$ cat config.mk
export PLATFORM = sky130hd
export DESIGN_NAME = siwo_fetch
export DESIGN_NICKNAME = d
export VERILOG_FILES = /design/src/rtl/siwo_fetch.sv
export SDC_FILE = /design/constraint.sdc
export NUM_CORES = 1
export LEC_CHECK = 0
export ABC_CLOCK_PERIOD_IN_PS = 7400
export CAP_MARGIN = 20
export CELL_PAD_IN_SITES_DETAIL_PLACEMENT = 1
export CELL_PAD_IN_SITES_GLOBAL_PLACEMENT = 1
export CORE_UTILIZATION = 47
export CTS_CLUSTER_SIZE = 24
export DETAILED_ROUTE_END_ITERATION = 12
export DONT_BUFFER_PORTS = 1
export PLACE_DENSITY_LB_ADDON = 0.1
export SKIP_CTS_REPAIR_TIMING = 1
export SYNTH_ARGS = -nofsm -noshare
export SYNTH_HDL_FRONTEND = slang
export SYNTH_SLANG_ARGS = --single-unit
$ cat constraint.sdc
create_clock -name clk -period 7.4 [get_ports clk]
set_input_delay 2.22 -clock clk [delete_from_list [all_inputs] [get_ports clk]]
set_output_delay 2.22 -clock clk [all_outputs]
set_load 0.01 [all_outputs]
$ cat src/rtl/siwo_fetch.sv
// siwo_fetch: instruction fetch stage of the SIWO 16-bit core.
// Issues sequential word addresses to instruction memory and buffers the
// returned instructions with their addresses in a DEPTH-entry FIFO. The FIFO
// drains downstream over a valid/ready handshake. A redirect flushes the FIFO
// and restarts fetch. Fetch stops once HLT (16'h0) has been delivered.
//
// Ports:
//   clk, reset                   clock, synchronous active-high reset
//   mem_req_valid/addr/ready     fetch request to instruction memory
//   mem_rsp_valid/data           in-order instruction return
//   out_valid/insn/pc/ready      instruction handshake to decode
//   redirect_valid/addr          taken branch/jump: flush and restart
//   halted                       HLT has been consumed downstream
//
// Build option: define SIWO_FETCH_NOP_SQUASH_EN to drop NOP (16'h1) responses
// instead of enqueuing them.
module siwo_fetch #(
    parameter int unsigned INSN_WIDTH = 16,
    parameter int unsigned ADDR_WIDTH = 16,
    parameter int unsigned DEPTH      = 4
) (
    input  logic                  clk,
    input  logic                  reset,
    output logic                  mem_req_valid,
    output logic [ADDR_WIDTH-1:0] mem_req_addr,
    input  logic                  mem_req_ready,
    input  logic                  mem_rsp_valid,
    input  logic [INSN_WIDTH-1:0] mem_rsp_data,
    output logic                  out_valid,
    output logic [INSN_WIDTH-1:0] out_insn,
    output logic [ADDR_WIDTH-1:0] out_pc,
    input  logic                  out_ready,
    input  logic                  redirect_valid,
    input  logic [ADDR_WIDTH-1:0] redirect_addr,
    output logic                  halted
);

    localparam int unsigned PTR_W = (DEPTH > 1) ? $clog2(DEPTH) : 1;
    localparam int unsigned CNT_W = $clog2(DEPTH) + 1;
    localparam int unsigned SUM_W = CNT_W + 1;
    localparam logic [INSN_WIDTH-1:0] HLT_INSN = '0;

    typedef enum logic [1:0] {
        FETCH     = 2'd0,
        HALT_PEND = 2'd1,
        HALTED    = 2'd2
    } state_e;

    state_e                state_q, state_d;
    logic                  run_q, run_d;
    logic [ADDR_WIDTH-1:0] pc_q, pc_d;
    logic [ADDR_WIDTH-1:0] rsp_pc_q, rsp_pc_d;
    logic [CNT_W-1:0]      outst_q, outst_d;
    logic [CNT_W-1:0]      count_q, count_d;
    logic [CNT_W-1:0]      drop_q, drop_d;
    logic [PTR_W-1:0]      head_q, head_d;
    logic [PTR_W-1:0]      tail_q, tail_d;
    logic [INSN_WIDTH-1:0] insn_q [DEPTH];
    logic [INSN_WIDTH-1:0] insn_d [DEPTH];
    logic [ADDR_WIDTH-1:0] addr_q [DEPTH];
    logic [ADDR_WIDTH-1:0] addr_d [DEPTH];

    logic req_fire;
    logic pop;
    logic rsp_live;
    logic rsp_nop;
    logic push;

    // Squashed NOPs still consume an address slot.
`ifdef SIWO_FETCH_NOP_SQUASH_EN
    localparam logic [INSN_WIDTH-1:0] NOP_INSN = INSN_WIDTH'(1);
    assign rsp_nop = (mem_rsp_data == NOP_INSN);
`else
    assign rsp_nop = 1'b0;
`endif

    // run_q holds off the first request until the cycle after reset releases.
    assign mem_req_valid = run_q && (state_q == FETCH) && !redirect_valid &&
                           ((SUM_W'(count_q) + SUM_W'(outst_q)) < SUM_W'(DEPTH));
    assign mem_req_addr  = pc_q;
    assign out_valid     = (count_q != '0);
    assign out_insn      = insn_q[head_q];
    assign out_pc        = addr_q[head_q];
    assign halted        = (state_q == HALTED);

    assign req_fire = mem_req_valid && mem_req_ready;
    assign pop      = out_valid && out_ready;
    // A response belongs to the current stream once all stale ones are dropped.
    assign rsp_live = mem_rsp_valid && !redirect_valid && (drop_q == '0);
    assign push     = rsp_live && (state_q == FETCH) && !rsp_nop;

    // Next-state logic for counters, FIFO and fetch state.
    always_comb begin
        state_d  = state_q;
        run_d    = 1'b1;
        pc_d     = pc_q;
        rsp_pc_d = rsp_pc_q;
        outst_d  = outst_q;
        count_d  = count_q;
        drop_d   = drop_q;
        head_d   = head_q;
        tail_d   = tail_q;
        insn_d   = insn_q;
        addr_d   = addr_q;

        if (req_fire) begin
            outst_d = outst_d + CNT_W'(1);
        end
        if (mem_rsp_valid) begin
            outst_d = outst_d - CNT_W'(1);
        end

        if (redirect_valid) begin
            // Everything still in flight after this cycle is stale.
            state_d  = FETCH;
            pc_d     = redirect_addr;
            rsp_pc_d = redirect_addr;
            count_d  = '0;
            head_d   = '0;
            tail_d   = '0;
            drop_d   = outst_d;
        end else begin
            if (req_fire) begin
                pc_d = pc_q + ADDR_WIDTH'(1);
            end
            if (mem_rsp_valid && (drop_q != '0)) begin
                drop_d = drop_q - CNT_W'(1);
            end
            if (rsp_live) begin
                rsp_pc_d = rsp_pc_q + ADDR_WIDTH'(1);
            end
            if (push) begin
                insn_d[tail_q] = mem_rsp_data;
                addr_d[tail_q] = rsp_pc_q;
                tail_d         = tail_q + PTR_W'(1);
                if (mem_rsp_data == HLT_INSN) begin
                    state_d = HALT_PEND;
                end
            end
            if (pop) begin
                head_d = head_q + PTR_W'(1);
                // Only the HLT entry can hold 16'h0 while halt is pending.
                if ((state_q == HALT_PEND) && (out_insn == HLT_INSN)) begin
                    state_d = HALTED;
                end
            end
            count_d = count_q + CNT_W'(push) - CNT_W'(pop);
        end
    end

    // State registers.
    always_ff @(posedge clk) begin
        if (reset) begin
            state_q  <= FETCH;
            run_q    <= 1'b0;
            pc_q     <= '0;
            rsp_pc_q <= '0;
            outst_q  <= '0;
            count_q  <= '0;
            drop_q   <= '0;
            head_q   <= '0;
            tail_q   <= '0;
            insn_q   <= '{default: '0};
            addr_q   <= '{default: '0};
        end else begin
            state_q  <= state_d;
            run_q    <= run_d;
            pc_q     <= pc_d;
            rsp_pc_q <= rsp_pc_d;
            outst_q  <= outst_d;
            count_q  <= count_d;
            drop_q   <= drop_d;
            head_q   <= head_d;
            tail_q   <= tail_d;
            insn_q   <= insn_d;
            addr_q   <= addr_d;
        end
    end

endmodule

==> summary.md <==
| Metric | Value |
|---|---|
| Area grow syn2layout | `7.635%` |
| Remaining Overflow, GRT | `0` |
| Avg Inst Size Synth | `8.444 µm²` |
| Routed wl met2 | `12,150 µm` |
| Vias | `6,390` |
| Initial antenna violation count | `0` |
| Slew @ Worst Pin | `0.9105 ns` |
| Clock Skew | `0.009130 ns` |
| Vias in the first global route | `6,833` |
| Total Nets Final | `922` |
| I/O pin total | `89` |
| PwrDens | `243.5 mW/mm²` |
| Startpoint Class | `primary input` |
| DR DRC count | `0` |
| Highest Signal Layer | `met4` |
| CP Max Fanout | `21` |
| Worst path required time | `5.18 ns` |
| CTS tree | `yes` |
| Final Cycle Share | `71.48%` |
| Multi-input logic area | `0.003915 mm²` |
| Port Buffers | `0` |
| Starting density of the core | `48.44%` |
| Leakage power | `2.755 nW` |
| Area leader, netlist | `dfxtp_1` |
| Root buf cell | `clkbuf_16` |
| Fin crit period | `5.290 ns` |
| Critical hold path startpoint | `addr_q[39]$_SDFFE_PP0P_` |
| Hold Crit Class | `reg2reg` |
| # fillers | `1,930` |
| Worst r2r src | `drop_q[0]$_SDFFE_PP0P_` |
| Clk_lat worst skew | `0.43 ns` |
| Crit-path slowest cell | `nor3_1` |
| Drt total wl | `22,850 µm` |
| Status | `completed` |
| Final Max Tran Viols | `0` |
| Setup TNS | `0 ns` |
| Post-synth ARST share | `0%` |
| # setup viols final | `0` |
| Fin worst setup slack | `2.110 ns` |
| Site Rows | `46` |
| Antenna Cells | `0` |
| Worst vdd ir | `173.6 µV` |
| Top cells by count, synth | `nand2_1, dfxtp_1, a21oi_1` |
| Combinational share of power | `7.2%` |
| Num CTS Buffers | `17` |
| Vias/cell | `5.830` |
| CP Class | `in2out` |
| Slew Limit Headroom | `38.83%` |
| Drt initial violations | `343` |
| Start point of the critical path | `redirect_valid` |
| CTS Buffer Depth | `2` |
| Distinct cell type count after synthesis | `45` |
| Most common cell in the netlist | `nand2_1` |
| Finished Cell Area | `0.008343 mm²` |
| Share of Yosys cell area claimed by the top area cell type | `45.46%` |
| Fraction of layout cells with a size suffix above 1 | `8.523%` |
| Switching pwr | `0.0004868 W` |
| Pre-antenna DRT Iters | `4` |
| Syn Inst Count | `918` |
| CP endpoint kind | `output pin` |
| Yosys warns | `0` |
| Post-DP Area | `0.007775 mm²` |
| Largest net degree at the start of global routing | `153` |
| Crit path max-delay family | `simple AND/OR/NAND/NOR gates` |
| Clock power share | `43.0%` |
| Clock slew at reported path FFs | `0.06 ns` |
| CORE AREA | `0.01600 mm²` |
| Worst path cell trace | `nor3_1 -> and3_1` |
| Final Hold Viols | `0` |
| Register area share after synthesis | `45.46%` |
| ANT nets after route | `0` |
| P_int | `0.001545 W` |
| Die footprint | `0.01701 mm²` |
| H-tree levels | `4` |
| Routability cong. | `0.7751` |
| RSZ-0062 raised after global routing | `no` |
| Net Sw Frac | `23.97%` |
| First-pass GRT wire length | `35,850 µm` |
| Metal1 wirelength | `9085 µm` |
| Syn Nets | `971` |
| EDFF count, synth | `0` |
| Die height | `130.4 µm` |
| F_max | `0.1891 GHz` |
| WP buf/inv | `0` |
| CTS Sinks | `176` |
| Register share of total power | `49.8%` |
| Global Route Usage Sum | `28.04%` |
| Max-Cap Viols | `0` |
| Post-detailed-route wirelength per cell | `20.85 µm` |
| Critical Path AT | `3.07 ns` |
| Main flop type after synthesis | `dfxtp_1` |
| Dpl ws | `2.110 ns` |
| Post-DP HPWL | `14,510 µm` |
| Area contributors post-synth | `dfxtp_1, nand2_1, a21oi_1, mux4_2, clkbuf_1` |
| Routed wl met3 | `1311 µm` |
| Register area | `0.003526 mm²` |
| Die X | `130.4 µm` |
| Synth Cell Area | `0.007751 mm²` |
| Synthesized flop and latch total | `176` |
| CP peak stage delay | `0.54 ns` |
==> worst paths after layout <==
path                              to  slack (ns)  cells past startpoint
max                    mem_req_valid        2.11                      2
min          addr_q[39]$_SDFFE_PP0P_        0.45                      2
max reg2reg    count_q[2]$_SDFF_PP0_        4.50                     12
min reg2reg  addr_q[39]$_SDFFE_PP0P_        0.45                      2
==> power groups by stage <==
| stage | clock network (W) | registers (W) | logic, W |
|---|---|---|---|
| CTS | 0.000889 | 0.00101 | 0.000148 |
| finish | 0.000874 | 0.00101 | 0.000146 |
| floorplan | 0 | 0.00102 | 0.000131 |
| global placement | 0 | 0.00103 | 0.000139 |
| global route | 0.000929 | 0.00102 | 0.000165 |
| detailed placement | 0 | 0.00103 | 0.000147 |
==> layer usage <==
layer	GRT usage, %	vias to the layer above
met3	8.021	26
met4	8.114	0
li1	-	3023
met2	52.03	163
met5	0	-
met1	31.02	3178
==> through the flow <==
stage | power (W) | util (%) | hold WS [ns] | std cells
2_1_floorplan | 0.001149 | - | 0.4315 | 918
3_3_place_gp | 0.001169 | 48.59 | 0.4320 | 1066
3_5_place_dp | 0.001179 | 48.59 | 0.4423 | 1066
4_1_cts | 0.002049 | 52.14 | 0.4511 | 1096
5_1_grt | 0.002109 | 52.14 | 0.4656 | 1096
6_report | 0.002031 | 52.14 | 0.4492 | 1096
==> registers in the layout (all words and copies together) (netlist names) <==
register and flops:
addr_q 64, insn_q 64, mem_req_addr 16, rsp_pc_q 16, count_q 3, drop_q 3, outst_q 3, head_q 2
state_q 2, tail_q 2, run_q 1
==> area by class of cell <==
cell class,instances,share of cell area (%)
Timing Repair Buffer,2,0.1800
Clock buffer,25,6.179
Inverter,13,0.5849
Clock inverter,5,0.6299
Tap cell,216,3.239
Sequential cell,176,42.26
Multi-Input combinational cell,659,46.93
==> cell families after synthesis <==
kind of cell / Yosys count / synth area share, %
AOI/OAI and AO/OA: 191 / 13.29
xor gates and xnor gates: 30 / 3.390
adders and majority gates: 15 / 2.518
buffers and inverters: 83 / 4.229
DFF: 176 / 45.46
muxes: 36 / 9.944
and+or+nand+nor: 387 / 21.18
==> cells in the final DEF, fill, tap and decap left out, drive strengths merged, types with 8 or more instances in the layout <==
cell type,netlist,final
dfxtp,176,176
mux4,32,32
ha,14,14
a21boi,10,10
nor2,24,24
and3,9,9
inv,13,13
nand2,296,296
a31oi,8,8
a21oi,146,146
clkbuf,59,25
o21ai,12,12
nand4,10,10
xor2,19,19
nand3,10,10
xnor2,11,11
nor4,9,9
Note: power is estimated with default switching activity, not from simulation.
